===== src/rtl/operand_fetch_stage_if.sv =====
// Bundle of decode-side, register-file, writeback and EX-side signals of the operand fetch stage.
// The stage itself connects through the slave modport; its environment uses master.
interface operand_fetch_stage_if #(
    parameter int XLEN   = 64,
    parameter int REG_AW = 5,
    parameter int CTRL_W = 16
);
    // decode side
    logic              flush;
    logic              in_valid;
    logic              in_ready;
    logic [REG_AW-1:0] in_rs1;
    logic [REG_AW-1:0] in_rs2;
    logic [REG_AW-1:0] in_rd;
    logic [XLEN-1:0]   in_imm;
    logic [CTRL_W-1:0] in_ctrl;

    // register file read port
    logic [REG_AW-1:0] rf_rs1;
    logic [REG_AW-1:0] rf_rs2;
    logic [XLEN-1:0]   rf_rdata1;
    logic [XLEN-1:0]   rf_rdata2;

    // writeback port, shared with the register file write side
    logic              wb_regWrite;
    logic [REG_AW-1:0] wb_rd;
    logic [XLEN-1:0]   wb_data;

    // EX side
    logic              out_valid;
    logic              out_ready;
    logic [XLEN-1:0]   out_op1;
    logic [XLEN-1:0]   out_op2;
    logic [REG_AW-1:0] out_rs1;
    logic [REG_AW-1:0] out_rs2;
    logic [REG_AW-1:0] out_rd;
    logic [XLEN-1:0]   out_imm;
    logic [CTRL_W-1:0] out_ctrl;

    modport slave (
        input  flush, in_valid, in_rs1, in_rs2, in_rd, in_imm, in_ctrl,
        input  rf_rdata1, rf_rdata2,
        input  wb_regWrite, wb_rd, wb_data,
        input  out_ready,
        output in_ready, rf_rs1, rf_rs2,
        output out_valid, out_op1, out_op2, out_rs1, out_rs2, out_rd, out_imm, out_ctrl
    );

    modport master (
        output flush, in_valid, in_rs1, in_rs2, in_rd, in_imm, in_ctrl,
        output rf_rdata1, rf_rdata2,
        output wb_regWrite, wb_rd, wb_data,
        output out_ready,
        input  in_ready, rf_rs1, rf_rs2,
        input  out_valid, out_op1, out_op2, out_rs1, out_rs2, out_rd, out_imm, out_ctrl
    );
endinterface


===== src/rtl/operand_fetch_stage.sv =====
// ID/EX operand fetch stage: reads rs1/rs2 from the register file, bypasses same-cycle
// writeback, and keeps held operands coherent by snooping writeback while stalled.
module operand_fetch_stage #(
    parameter int XLEN   = 64,
    parameter int REG_AW = 5,
    parameter int CTRL_W = 16
) (
    input  logic                  clk,
    input  logic                  reset,
    operand_fetch_stage_if.slave  bus
);

    logic              valid_q, valid_d;
    logic [REG_AW-1:0] rd_q, rd_d;
    logic [XLEN-1:0]   imm_q, imm_d;
    logic [CTRL_W-1:0] ctrl_q, ctrl_d;

    logic in_ready;
    logic accept;
    logic hold;

    logic [REG_AW-1:0] in_rs [2];
    logic [XLEN-1:0]   rf_rdata [2];

    assign in_ready = !valid_q || bus.out_ready;
    assign accept   = bus.in_valid && in_ready;
    assign hold     = valid_q && !bus.out_ready;

    assign in_rs[0]    = bus.in_rs1;
    assign in_rs[1]    = bus.in_rs2;
    assign rf_rdata[0] = bus.rf_rdata1;
    assign rf_rdata[1] = bus.rf_rdata2;

    // One identical lane per source operand: address, captured value and snoop.
    generate
        for (genvar gi = 0; gi < 2; gi++) begin : g_opnd
            logic [REG_AW-1:0] rs_q, rs_d;
            logic [XLEN-1:0]   op_q, op_d;
            logic              wb_hits_in;
            logic              wb_hits_held;

            // x0 never matches, so a writeback to register 0 is invisible here.
            assign wb_hits_in   = bus.wb_regWrite && (bus.wb_rd == in_rs[gi])
                                  && (in_rs[gi] != '0);
            assign wb_hits_held = bus.wb_regWrite && (bus.wb_rd == rs_q)
                                  && (rs_q != '0);

            always_comb begin
                rs_d = rs_q;
                op_d = op_q;
                if (accept) begin
                    rs_d = in_rs[gi];
                    if (in_rs[gi] == '0) begin
                        op_d = '0;
                    end else if (wb_hits_in) begin
                        op_d = bus.wb_data;
                    end else begin
                        op_d = rf_rdata[gi];
                    end
                end else if (hold && wb_hits_held) begin
                    op_d = bus.wb_data;
                end
            end

            always_ff @(posedge clk) begin
                if (reset) begin
                    rs_q <= '0;
                    op_q <= '0;
                end else begin
                    rs_q <= rs_d;
                    op_q <= op_d;
                end
            end
        end
    endgenerate

    // A flush wins over a same-cycle accept; captured data then sits unused.
    always_comb begin
        valid_d = valid_q;
        rd_d    = rd_q;
        imm_d   = imm_q;
        ctrl_d  = ctrl_q;
        if (accept) begin
            rd_d   = bus.in_rd;
            imm_d  = bus.in_imm;
            ctrl_d = bus.in_ctrl;
        end
        if (bus.flush) begin
            valid_d = 1'b0;
        end else if (accept) begin
            valid_d = 1'b1;
        end else if (bus.out_ready) begin
            valid_d = 1'b0;
        end
    end

    always_ff @(posedge clk) begin
        if (reset) begin
            valid_q <= 1'b0;
            rd_q    <= '0;
            imm_q   <= '0;
            ctrl_q  <= '0;
        end else begin
            valid_q <= valid_d;
            rd_q    <= rd_d;
            imm_q   <= imm_d;
            ctrl_q  <= ctrl_d;
        end
    end

    assign bus.in_ready  = in_ready;
    assign bus.rf_rs1    = bus.in_rs1;
    assign bus.rf_rs2    = bus.in_rs2;
    assign bus.out_valid = valid_q;
    assign bus.out_op1   = g_opnd[0].op_q;
    assign bus.out_op2   = g_opnd[1].op_q;
    assign bus.out_rs1   = g_opnd[0].rs_q;
    assign bus.out_rs2   = g_opnd[1].rs_q;
    assign bus.out_rd    = rd_q;
    assign bus.out_imm   = imm_q;
    assign bus.out_ctrl  = ctrl_q;

endmodule


===== src/flat_wrapper.sv =====
// flat-port wrapper written by rule: the top's interface ports become plain ports
module operand_fetch_stage_flat 
#(
    parameter int XLEN   = 64,
    parameter int REG_AW = 5,
    parameter int CTRL_W = 16
)
  (clk, reset, bus_flush, bus_in_valid, bus_in_rs1, bus_in_rs2, bus_in_rd, bus_in_imm, bus_in_ctrl, bus_rf_rdata1, bus_rf_rdata2, bus_wb_regWrite, bus_wb_rd, bus_wb_data, bus_out_ready, bus_in_ready, bus_rf_rs1, bus_rf_rs2, bus_out_valid, bus_out_op1, bus_out_op2, bus_out_rs1, bus_out_rs2, bus_out_rd, bus_out_imm, bus_out_ctrl);
  operand_fetch_stage_if #(.XLEN(XLEN), .REG_AW(REG_AW), .CTRL_W(CTRL_W)) bus_i ();
  input  logic clk;
  input  logic reset;
  input wire logic [$bits(bus_i.flush)-1:0] bus_flush;
  input wire logic [$bits(bus_i.in_valid)-1:0] bus_in_valid;
  input wire logic [$bits(bus_i.in_rs1)-1:0] bus_in_rs1;
  input wire logic [$bits(bus_i.in_rs2)-1:0] bus_in_rs2;
  input wire logic [$bits(bus_i.in_rd)-1:0] bus_in_rd;
  input wire logic [$bits(bus_i.in_imm)-1:0] bus_in_imm;
  input wire logic [$bits(bus_i.in_ctrl)-1:0] bus_in_ctrl;
  input wire logic [$bits(bus_i.rf_rdata1)-1:0] bus_rf_rdata1;
  input wire logic [$bits(bus_i.rf_rdata2)-1:0] bus_rf_rdata2;
  input wire logic [$bits(bus_i.wb_regWrite)-1:0] bus_wb_regWrite;
  input wire logic [$bits(bus_i.wb_rd)-1:0] bus_wb_rd;
  input wire logic [$bits(bus_i.wb_data)-1:0] bus_wb_data;
  input wire logic [$bits(bus_i.out_ready)-1:0] bus_out_ready;
  output wire logic [$bits(bus_i.in_ready)-1:0] bus_in_ready;
  output wire logic [$bits(bus_i.rf_rs1)-1:0] bus_rf_rs1;
  output wire logic [$bits(bus_i.rf_rs2)-1:0] bus_rf_rs2;
  output wire logic [$bits(bus_i.out_valid)-1:0] bus_out_valid;
  output wire logic [$bits(bus_i.out_op1)-1:0] bus_out_op1;
  output wire logic [$bits(bus_i.out_op2)-1:0] bus_out_op2;
  output wire logic [$bits(bus_i.out_rs1)-1:0] bus_out_rs1;
  output wire logic [$bits(bus_i.out_rs2)-1:0] bus_out_rs2;
  output wire logic [$bits(bus_i.out_rd)-1:0] bus_out_rd;
  output wire logic [$bits(bus_i.out_imm)-1:0] bus_out_imm;
  output wire logic [$bits(bus_i.out_ctrl)-1:0] bus_out_ctrl;
  assign bus_i.flush = bus_flush;
  assign bus_i.in_valid = bus_in_valid;
  assign bus_i.in_rs1 = bus_in_rs1;
  assign bus_i.in_rs2 = bus_in_rs2;
  assign bus_i.in_rd = bus_in_rd;
  assign bus_i.in_imm = bus_in_imm;
  assign bus_i.in_ctrl = bus_in_ctrl;
  assign bus_i.rf_rdata1 = bus_rf_rdata1;
  assign bus_i.rf_rdata2 = bus_rf_rdata2;
  assign bus_i.wb_regWrite = bus_wb_regWrite;
  assign bus_i.wb_rd = bus_wb_rd;
  assign bus_i.wb_data = bus_wb_data;
  assign bus_i.out_ready = bus_out_ready;
  assign bus_in_ready = bus_i.in_ready;
  assign bus_rf_rs1 = bus_i.rf_rs1;
  assign bus_rf_rs2 = bus_i.rf_rs2;
  assign bus_out_valid = bus_i.out_valid;
  assign bus_out_op1 = bus_i.out_op1;
  assign bus_out_op2 = bus_i.out_op2;
  assign bus_out_rs1 = bus_i.out_rs1;
  assign bus_out_rs2 = bus_i.out_rs2;
  assign bus_out_rd = bus_i.out_rd;
  assign bus_out_imm = bus_i.out_imm;
  assign bus_out_ctrl = bus_i.out_ctrl;
  operand_fetch_stage #(.XLEN(XLEN), .REG_AW(REG_AW), .CTRL_W(CTRL_W)) u_core (.clk(clk), .reset(reset), .bus(bus_i));
endmodule

===== config.mk =====
export PLATFORM = sky130hd
export DESIGN_NAME = operand_fetch_stage_flat
export DESIGN_NICKNAME = d
export VERILOG_FILES = /design/src/rtl/operand_fetch_stage_if.sv /design/src/rtl/operand_fetch_stage.sv /design/src/flat_wrapper.sv
export SDC_FILE = /design/constraint.sdc
export NUM_CORES = 1
export LEC_CHECK = 0
export BUFFER_PORTS_ARGS = -buffer_cell sky130_fd_sc_hd__buf_2
export CAP_MARGIN = 20
export CORE_AREA = 3 3 208 210
export CTS_CLUSTER_SIZE = 16
export DETAILED_ROUTE_END_ITERATION = 8
export DIE_AREA = 0 0 211 213
export PLACE_DENSITY = 0.6
export SLEW_MARGIN = 20
export SYNTH_ARGS = -nofsm -noshare
export SYNTH_HDL_FRONTEND = slang
export SYNTH_SLANG_ARGS = --single-unit

===== constraint.sdc =====
create_clock -name clk -period 2.15 [get_ports clk]
set_input_delay 0.3225 -clock clk [delete_from_list [all_inputs] [get_ports clk]]
set_output_delay 0.3225 -clock clk [all_outputs]
set_load 0.02 [all_outputs]

==> run_results.csv, run 1 <==
group,metric,value,unit
critical_path,crit_buf_inv,1,
worst_hold_path,hold_path_end,"u_core.bus.out_imm[62]",
power,ir_drop,627.1,uV
outcome,outcome,"complete, no violations",
grt,grt_use_total,18.25,%
critical_path,arrival,2.42,ns
logic_synthesis,synthMuxAreaShare,0,%
logic_synthesis,synth_top_family_by_area,"simple AND/OR/NAND/NOR gates",
timing,worst_slack,0.1958,ns
clocking,path_clk_slew,0.06,ns
worst_hold_path,hold_class,"input port to register",
drt,routed_via_density,4.905,
placed_design,dp_slack,-0.2117,ns
placed_design,dp.cells,2221,
timing,rsz0062_at_grt,"no",
critical_path,path_cells,"or4_1, a21oi_2, o41a_2, buf_12, a221oi_1, nor3_1",
power,p_switching,3.547,mW
worst_hold_path,whs_path_depth,3,
run,max-cap-violations,0,
power,p_leak,6.941,nW
logic_synthesis,ys_ff_latch,224,
clocking,cts.sinks,224,
placed_design,io_buffer_count,532,
floorplan,coreArea,41760,um2
critical_path,max_stage_delay,0.53,ns
logic_synthesis,synth_top_area_share,43.03,%
floorplan,die_h,213,um
placed_design,hpwl,32.59,mm
drt,antenna_left,0,
power,p_seq_share,39.5,%
grt,overflow,0,
timing,skew,0.01663,ns
floorplan,die-area,44940,um2
timing,slew_viol_final,0,
timing,clock.fmax,511.7,MHz
layout,fin_nets,2048,
timing,max_slew_margin,45.79,%
grt,grt_max_degree,82,
logic_synthesis,yosys.area_share.simple,24.83,%
logic_synthesis,yosys_warnings,0,
logic_synthesis,synthCells,1196,
timing,worst_pin_slew,0.8105,ns
worst_hold_path,holdCritStartpoint,"bus_in_imm[62]",
timing,min_period_over_period,90.89,%
critical_path,r2r_cells,6,
logic_synthesis,yosysTopAreaCell,"dfxtp_1",
logic_synthesis,synth_cell_types,47,
clocking,clk_path_buf_depth,3,
layout,drive_gt1_share,44.77,%
floorplan,start_util,24.96,%
critical_path,crit_path_top_delay_cell,"or4_1",
clocking,post_cts_buffers,0,
power,p_sw_share,30.24,%
timing,setup_viol,0,
timing,fin_setup_tns,0,ns
critical_path,rrSetupSlack,0.20,ns
logic_synthesis,synth_compound_area_share,24.11,%
placed_design,place_congestion,0.8648,
critical_path,critical_path_class,"register to register",
timing,hold_viol,0,
logic_synthesis,syn-num-nets,1494,
drt,drtPass1Iterations,5,
clocking,cts_tree,"built",
critical_path,crit_family,"simple AND/OR/NAND/NOR gates",
critical_path,cp.required,2.61,ns
drt,drtIter0Drc,622,
critical_path,r2r-start,"u_core.bus.out_rs2[1]",
floorplan,ios,533,
power,power.total,11.73,mW
grt,grt_first_pass_wirelength,64.81,mm
floorplan,die_width,211,um
logic_synthesis,synthAdderAreaFrac,0,%
clocking,numCtsBuffers,26,
critical_path,crit_path_max_fanout,43,
floorplan,rows,75,
power,power_frac_clock,38.6,%
critical_path,start_kind,"register",
logic_synthesis,postSynthAreaPerCell,8.713,um2
logic_synthesis,ys_seq_area_share,43.03,%
clocking,clockRootBuffer,"clkbuf_16",
drt,vias,11330,
grt,antenna_found_initial,4,
grt,grt_pass1_vias,11210,
logic_synthesis,synth_area,10420,um2
timing,final.min_clock_period,1.954,ns
power,p_int,8.183,mW
power,pwr-share-comb,22.0,%
drt,drcViolationCount,0,
clocking,clock_latency,0.55,ns
critical_path,r2r_end,"u_core.bus.out_op2[2]",
logic_synthesis,synth_xor_area_share,2.017,%
clocking,cts-htree-levels,1,
power,power.density,768.7,nW/um2
layout,instances_no_fill,2310,
drt,finalWirelength,43.91,mm
critical_path,worstSetupEndpointType,"register",
drt,wl_per_cell,19.01,um
logic_synthesis,synthTopCellsByArea,"dfxtp_1, nand2_1, a221oi_2, nor3_2, a311oi_1",
layout,syn_to_final_growth,46.44,%
==> through the flow <==
step                hold WS (ns)  utilization (%)  cell area, um2
floorplan                 0.3953                -           10420
global placement          0.4393            33.49           13980
detailed placement        0.4433            33.49           13980
CTS                    0.0003927            36.52           15250
global route            0.008871            36.54           15260
finish                   0.02819            36.55           15260
==> layer usage <==
metal	up-vias	wire length (um)	track usage, %
met5	-	27	0
met4	4	1302	5.751
met3	83	3899	5.260
met2	544	21280	32.16
met1	5357	17400	21.49
li1	5342	-	-
==> final cells by class <==
| cell class | count | area [um2] |
|---|---|---|
| multi-input cells | 847 | 5351 |
| flip-flops and latches | 224 | 4484 |
| diodes | 2 | 5.005 |
| fillers | 4288 | 26500 |
| clock inverters | 11 | 108.9 |
| clock buffers | 36 | 759.5 |
| repair buffers | 650 | 3874 |
| inverters | 1 | 3.754 |
| well taps | 539 | 674.4 |
==> power by group through the flow <==
stage	combinational [mW]	sequential [mW]	clock [mW]
6_report	2.58	4.63	4.53
5_1_grt	2.79	4.66	4.83
4_1_cts	2.60	4.63	4.66
3_5_place_dp	2.54	4.71	0
3_3_place_gp	2.50	4.70	0
2_1_floorplan	1.06	5.06	0
==> Yosys cell counts (all sizes together) <==
cell type / instances
o211ai: 1
o21ai: 1
inv: 1
xnor2: 13
nand2: 257
or2: 1
a211oi: 2
nor2b: 63
nor3: 65
a221oi: 64
nand3b: 1
a31oi: 1
o41a: 1
and2: 2
o22ai: 64
nand2b: 1
o21bai: 1
nand3: 1
o21ba: 1
nor4: 1
nor2: 132
and4: 1
dfxtp: 224
nand4: 2
a311oi: 63
or4: 3
o41ai: 2
and2b: 1
a41o: 1
xor2: 5
clkbuf: 84
buf: 40
a21oi: 96
==> registers in the layout, summed over array words and instances, names as in the netlist <==
signal	flops
u_core.bus.out_op1	64
u_core.bus.out_rd	5
u_core.bus.out_rs1	5
u_core.bus.out_rs2	5
u_core.bus.out_op2	64
u_core.bus.out_ctrl	16
u_core.bus.out_imm	64
u_core.bus.out_valid	1
==> cell usage in the layout (no fill, tap or decap), types with 3 or more instances in the layout <==
master	n
dlygate4sd3_1	40
xnor2_1	10
buf_2	531
nor3_1	5
buf_12	17
o22ai_1	64
clkbuf_1	4
or4_1	3
a311oi_1	63
nand2_1	256
clkinv_2	8
a221oi_1	4
dfxtp_1	224
xor2_1	4
nor3_2	60
a221oi_2	60
nor2b_1	63
buf_4	60
a21oi_1	95
clkbuf_8	6
nor2_1	129
clkbuf_16	27
==> worst max path at each step <==
stage | startpoint | endpoint | slack (ns) | cells after the start
floorplan | u_core.bus.out_valid | u_core.bus.out_op1[61] | 0.17 | 6
global placement | bus_in_rs2[1] | u_core.bus.out_op2[0] | -0.20 | 7
detailed placement | bus_in_rs2[1] | u_core.bus.out_op2[0] | -0.21 | 7
CTS | u_core.bus.out_rs2[1] | u_core.bus.out_op2[63] | 0.06 | 6
global route | u_core.bus.out_rs1[4] | u_core.bus.out_op1[10] | 0.01 | 7
finish | u_core.bus.out_rs2[1] | u_core.bus.out_op2[2] | 0.20 | 6
==> repair_timing <==
item | CTS | global route
resized for setup | 0 | 1
hold buffers | 40 | 0
endpoints found under the setup margin | 0 | 4
hold endpoints to repair | 40 | 0
==> kinds of logic after synthesis <==
family	count (synthesis)
compound gates	298
xor+xnor	18
buf+inv	125
flops	224
simple gates	531
==> worst reg2reg max path: cells and delay by family, from the launching register on <==
| family | cells | cell delay, ns |
|---|---|---|
| AOI/OAI and AO/OA | 3 | 0.52 |
| buffers and inverters | 1 | 0.29 |
| DFF | 1 | 0.36 |
| and+or+nand+nor | 2 | 0.70 |
Note: power is estimated with default switching activity, not from simulation.
==> run 2: changes to the inputs <==
--- a/config.mk
+++ b/config.mk
@@ -11,7 +11,6 @@
 export CTS_CLUSTER_SIZE = 16
 export DETAILED_ROUTE_END_ITERATION = 8
 export DIE_AREA = 0 0 211 213
-export PLACE_DENSITY = 0.6
 export SLEW_MARGIN = 20
 export SYNTH_ARGS = -nofsm -noshare
 export SYNTH_HDL_FRONTEND = slang
==> constraint.sdc (replaced) <==
create_clock -name clk -period 2 [get_ports clk]
set_input_delay 0.3 -clock clk [delete_from_list [all_inputs] [get_ports clk]]
set_output_delay 0.3 -clock clk [all_outputs]
set_load 0.02 [all_outputs]
==> run_results.csv, run 2 (synthesized netlist as in run 1, its figures left out) <==
group,metric,value,unit
clocking,cts_tree,"built",
clocking,clk_path_buf_depth,3,
placed_design,hpwl,32.92,mm
power,p_int,9.148,mW
critical_path,arrival,2.33,ns
grt,grt_max_degree,66,
critical_path,start_kind,"register",
timing,skew,0.01206,ns
drt,antenna_left,0,
grt,grt_first_pass_wirelength,66.27,mm
floorplan,rows,75,
power,ir_drop,623.0,uV
floorplan,die_width,211,um
timing,clock.fmax,522.4,MHz
clocking,cts-htree-levels,1,
drt,drtIter0Drc,729,
timing,max_slew_margin,71.81,%
clocking,numCtsBuffers,26,
power,p_sw_share,29.70,%
worst_hold_path,hold_path_end,"u_core.bus.out_imm[63]",
timing,worst_hold_slack,0.04241,ns
grt,grt_pass1_vias,11370,
timing,worst_pin_slew,0.4214,ns
worst_hold_path,holdCritStartpoint,"bus_in_imm[63]",
drt,finalWirelength,45.16,mm
layout,final_cell_mix,"buf_2, nand2_1, dfxtp_1",
critical_path,critical_path_class,"register to register",
clocking,path_clk_slew,0.06,ns
worst_hold_path,whs_path_depth,3,
critical_path,cp.required,2.42,ns
layout,drive_gt1_share,44.74,%
timing,min_period_over_period,95.71,%
drt,wl_per_cell,19.03,um
clocking,cts.sinks,224,
grt,overflow,0,
critical_path,crit_path_max_fanout,32,
power,pwr-share-comb,22.3,%
timing,setup_viol,0,
timing,final.min_clock_period,1.914,ns
critical_path,worstSetupEndpointType,"register",
placed_design,io_buffer_count,532,
floorplan,die-area,44940,um2
outcome,outcome,"complete, no violations",
layout,instances_no_fill,2373,
power,p_seq_share,38.2,%
drt,drcViolationCount,0,
floorplan,die_h,213,um
timing,hold_viol,0,
timing,slew_viol_final,0,
placed_design,place_area,14160,um2
layout,postLayoutCoreUtil,38.39,%
floorplan,coreArea,41760,um2
drt,routed_via_density,4.832,
grt,grt_use_total,18.60,%
worst_hold_path,hold_class,"input port to register",
placed_design,dp.cells,2235,
run,max-cap-violations,0,
grt,antenna_found_initial,5,
critical_path,r2r_cells,8,
power,p_leak,7.296,nW
floorplan,ios,533,
clocking,clockRootBuffer,"clkbuf_16",
clocking,clock_latency,0.54,ns
layout,stdcell_area,16030,um2
layout,syn_to_final_growth,53.84,%
layout,final_common_cell,"buf_2",
power,power.total,13.01,mW
power,power_frac_clock,39.4,%
placed_design,place_congestion,0.8656,
drt,drtPass1Iterations,5,
power,power.density,811.7,nW/um2
floorplan,start_util,24.96,%
layout,fin_nets,2111,
critical_path,r2r-start,"u_core.bus.out_rs2[0]",
critical_path,rrSetupSlack,0.09,ns
power,p_switching,3.865,mW
drt,vias,11470,
critical_path,r2r_end,"u_core.bus.out_op2[13]",
[run 2: changes by cell type in the layout (fill, tap and decap cells not counted), moves of 2 or more]
cell / delta
dlygate4sd3_1: +40
buf_4: +14
buf_12: +6
clkinv_2: -5
clkbuf_8: +3
dfxtp_1: -3
dfxtp_2: +3
clkbuf_16: +2
[run 2: power by group through the flow]
stage          registers, mW  logic (mW)  clock network [mW]
5_1_grt                 5.01        3.13                5.45
2_1_floorplan           5.44        1.14                   0
3_3_place_gp            5.06        2.72                   0
4_1_cts                 4.97        2.87                5.25
3_5_place_dp            5.07        2.75                   0
6_report                4.98        2.90                5.13
[run 2: repair_timing]
| item | 4_1_cts | 5_1_grt |
|---|---|---|
| setup endpoints to repair | 0 | 38 |
| hold endpoints to repair | 80 | 0 |
| hold buffers | 80 | 0 |
| gates resized for setup | 0 | 9 |
| buffers inserted | 0 | 7 |
[run 2: metrics by stage]
step                      worst slack, ns  setup TNS (ns)
after floorplan                   0.02308               0
after global placement           -0.07638          -3.595
after detailed placement          -0.1200          -6.170
after CTS                        0.007361               0
after global routing             -0.01913        -0.05352
final                             0.08588               0
[run 2: layout make-up]
cell class,instances,area [um2]
Antenna cell,1,2.502
Clock buffer,40,804.5
Clock inverter,8,121.4
Fill cell,4216,25730
Inverter,1,3.754
Multi-Input combinational cell,847,5376
Sequential cell,224,4488
Tap cell,539,674.4
Timing Repair Buffer,713,4561
[run 2: metal layers]
layer  GRT usage [%]  vias up  wire length (um)  part of all wire, %
met1           21.58     5369             17450                   39
li1                -     5471                 -                    -
met2           33.24      542             22350                   49
met5               0        -                47                 0.10
met4           5.012        6              1274                  2.8
met3           5.789       79              4044                  9.0
[run 2: worst max path at each step]
stage | startpoint | to | slack (ns) | cells after the start
floorplan | u_core.bus.out_valid | u_core.bus.out_op1[61] | 0.02 | 6
global placement | bus_in_rs2[1] | u_core.bus.out_op2[44] | -0.08 | 8
detailed placement | bus_in_rs2[2] | u_core.bus.out_op2[47] | -0.12 | 9
CTS | u_core.bus.out_rs2[2] | u_core.bus.out_op2[21] | 0.007 | 7
global route | u_core.bus.out_rs2[3] | u_core.bus.out_op2[1] | -0.02 | 8
finish | u_core.bus.out_rs2[0] | u_core.bus.out_op2[13] | 0.09 | 8
[run 2: worst max-delay path: stages (launching register included)]
cell     delay (ns)
dfxtp_1        0.34
or4_4          0.56
a21oi_4        0.18
buf_4          0.14
o41ai_4        0.06
buf_4          0.16
buf_12         0.15
nor2_1         0.14
nor3_2         0.05
==> run 3: changes to the inputs <==
==> constraint.sdc (replaced) <==
create_clock -name clk -period 1.5 [get_ports clk]
set_input_delay 0.225 -clock clk [delete_from_list [all_inputs] [get_ports clk]]
set_output_delay 0.225 -clock clk [all_outputs]
set_load 0.02 [all_outputs]
==> run_results.csv, run 3 (synthesized netlist as in run 1, its figures left out) <==
group,metric,value,unit
outcome,outcome,"finished, violations left",
outcome,failed_checks,"setup timing",
layout,fin_nets,2313,
critical_path,cp.required,1.98,ns
critical_path,critical_path_class,"register to register",
drt,wl_per_cell,20.96,um
clocking,clk_path_buf_depth,3,
clocking,cts-htree-levels,1,
critical_path,arrival,2.39,ns
power,p_leak,8.688,nW
grt,grt_use_total,21.58,%
placed_design,io_buffer_count,532,
placed_design,place_congestion,0.8383,
timing,rsz0062_at_grt,"yes",
drt,finalWirelength,53.87,mm
grt,grt_first_pass_wirelength,76.31,mm
layout,register_area,4509,um2
run,max-cap-violations,0,
clocking,numCtsBuffers,26,
timing,setup_viol,130,
floorplan,ios,533,
clocking,cts_tree,"built",
drt,drcViolationCount,0,
clocking,cts.sinks,224,
grt,grt_pass1_vias,13340,
floorplan,coreArea,41760,um2
worst_hold_path,hold_class,"input port to register",
timing,max_slew_margin,69.22,%
floorplan,rows,75,
clocking,clock_latency,0.55,ns
floorplan,die-area,44940,um2
drt,vias,13070,
power,power.density,928.8,nW/um2
grt,grt_max_degree,58,
placed_design,hpwl,32.21,mm
drt,drtIter0Drc,905,
worst_hold_path,whs_path_depth,3,
power,ir_drop,814.2,uV
timing,hold_viol,0,
floorplan,die_h,213,um
critical_path,crit_path_max_fanout,5,
drt,drtPass1Iterations,5,
layout,drive_gt1_share,52.36,%
grt,overflow,0,
layout,final_cell_mix,"buf_2, nand2_1, dlygate4sd3_1",
layout,fillCellCount,3681,
layout,syn_to_final_growth,89.06,%
timing,worst_slack,-0.4080,ns
floorplan,start_util,24.96,%
critical_path,start_kind,"register",
clocking,path_clk_slew,0.06,ns
clocking,clockRootBuffer,"clkbuf_16",
floorplan,die_width,211,um
grt,antenna_found_initial,5,
timing,min_period_over_period,127.2,%
layout,final_common_cell,"buf_2",
layout,instances_no_fill,2570,
drt,antenna_left,0,
layout,multi_input_area,6315,um2
critical_path,worstSetupEndpointType,"register",
timing,clock.fmax,524.1,MHz
timing,final.min_clock_period,1.908,ns
timing,worst_pin_slew,0.4617,ns
critical_path,r2r_cells,7,
timing,slew_viol_final,0,
placed_design,dp_slack,-0.6525,ns
timing,skew,0.01536,ns
placed_design,dp.cells,2248,
drt,routed_via_density,5.086,
==> run 3: cell types whose count changed in the layout (fill, tap and decap cells not counted), moves of 16 or more <==
| cell | before | now |
|---|---|---|
| dlygate4sd3_1 | 80 | 216 |
| nor2_1 | 129 | 43 |
| nor2_2 | 1 | 70 |
| a311oi_1 | 63 | 21 |
| a311oi_2 | 0 | 41 |
| o22ai_1 | 64 | 35 |
| o22ai_2 | 0 | 27 |
| buf_16 | 0 | 23 |
| buf_6 | 2 | 25 |
| nor2_4 | 2 | 19 |
| buf_12 | 23 | 39 |
==> run 3: repair_timing <==
action	in CTS	in global routing
gates resized for setup	181	116
setup endpoints to repair	191	212
hold buffers	216	0
cloned	27	10
pin swaps	54	35
setup buffers	31	11
hold endpoints to repair	212	0
==> run 3: worst paths after layout <==
path                                from                endpoint  slack, ns
setup / recovery   u_core.bus.out_rs2[3]  u_core.bus.out_op2[23]      -0.41
hold / removal           bus_wb_data[61]  u_core.bus.out_op1[61]       0.05
setup reg to reg   u_core.bus.out_rs2[3]  u_core.bus.out_op2[23]      -0.41
hold reg to reg   u_core.bus.out_imm[13]  u_core.bus.out_imm[13]       0.45
==> run 3: per-layer routing <==
| layer | GRT usage, % | routed length, um | vias to the layer above | part of all wire [%] |
|---|---|---|---|---|
| met3 | 5.245 | 4496 | 198 | 8.3 |
| li1 | - | - | 5878 | - |
| met5 | 0 | 44 | - | 0.082 |
| met2 | 38.09 | 26400 | 790 | 49 |
| met4 | 10.53 | 2655 | 8 | 4.9 |
| met1 | 24.48 | 20280 | 6196 | 38 |
==> run 3: power breakdown <==
part / total (mW) / internal (mW) / switching [mW]
logic: 5.23 / 2.46 / 2.77
registers: 6.69 / 6.39 / 0.308
clock network: 6.38 / 3.81 / 2.57
==> run 3: critical path, stage by stage, from the launching register on <==
cell and delay, ns:
dfxtp_4 0.35, or4_4 0.55, a21oi_4 0.20, o41a_4 0.25, buf_12 0.16, clkbuf_16 0.17
a221oi_2 0.05, nor3_2 0.11
==> run 3: cell type report <==
cell class / count / area share [%]
Sequential cell: 224 / 22.89
Multi-Input combinational cell: 847 / 32.05
Antenna cell: 1 / 0.01270
Timing Repair Buffer: 915 / 37.33
Inverter: 1 / 0.01905
Tap cell: 539 / 3.423
Clock inverter: 2 / 0.1778
Clock buffer: 41 / 4.102
==> run 3: through the flow <==
stage | setup TNS [ns] | hold slack [ns] | util, % | power, mW | instance area (um2)
6_report | -35.63 | 0.04940 | 47.18 | 18.30 | 19700
5_1_grt | -45.57 | 0.04052 | 47.18 | 18.99 | 19700
4_1_cts | -40.54 | 0.01638 | 46.00 | 18.13 | 19210
3_5_place_dp | -67.14 | 0.3898 | 34.73 | 10.52 | 14500
3_3_place_gp | -65.55 | 0.3903 | 34.73 | 10.45 | 14500
2_1_floorplan | -29.86 | 0.2880 | - | 8.914 | 10820
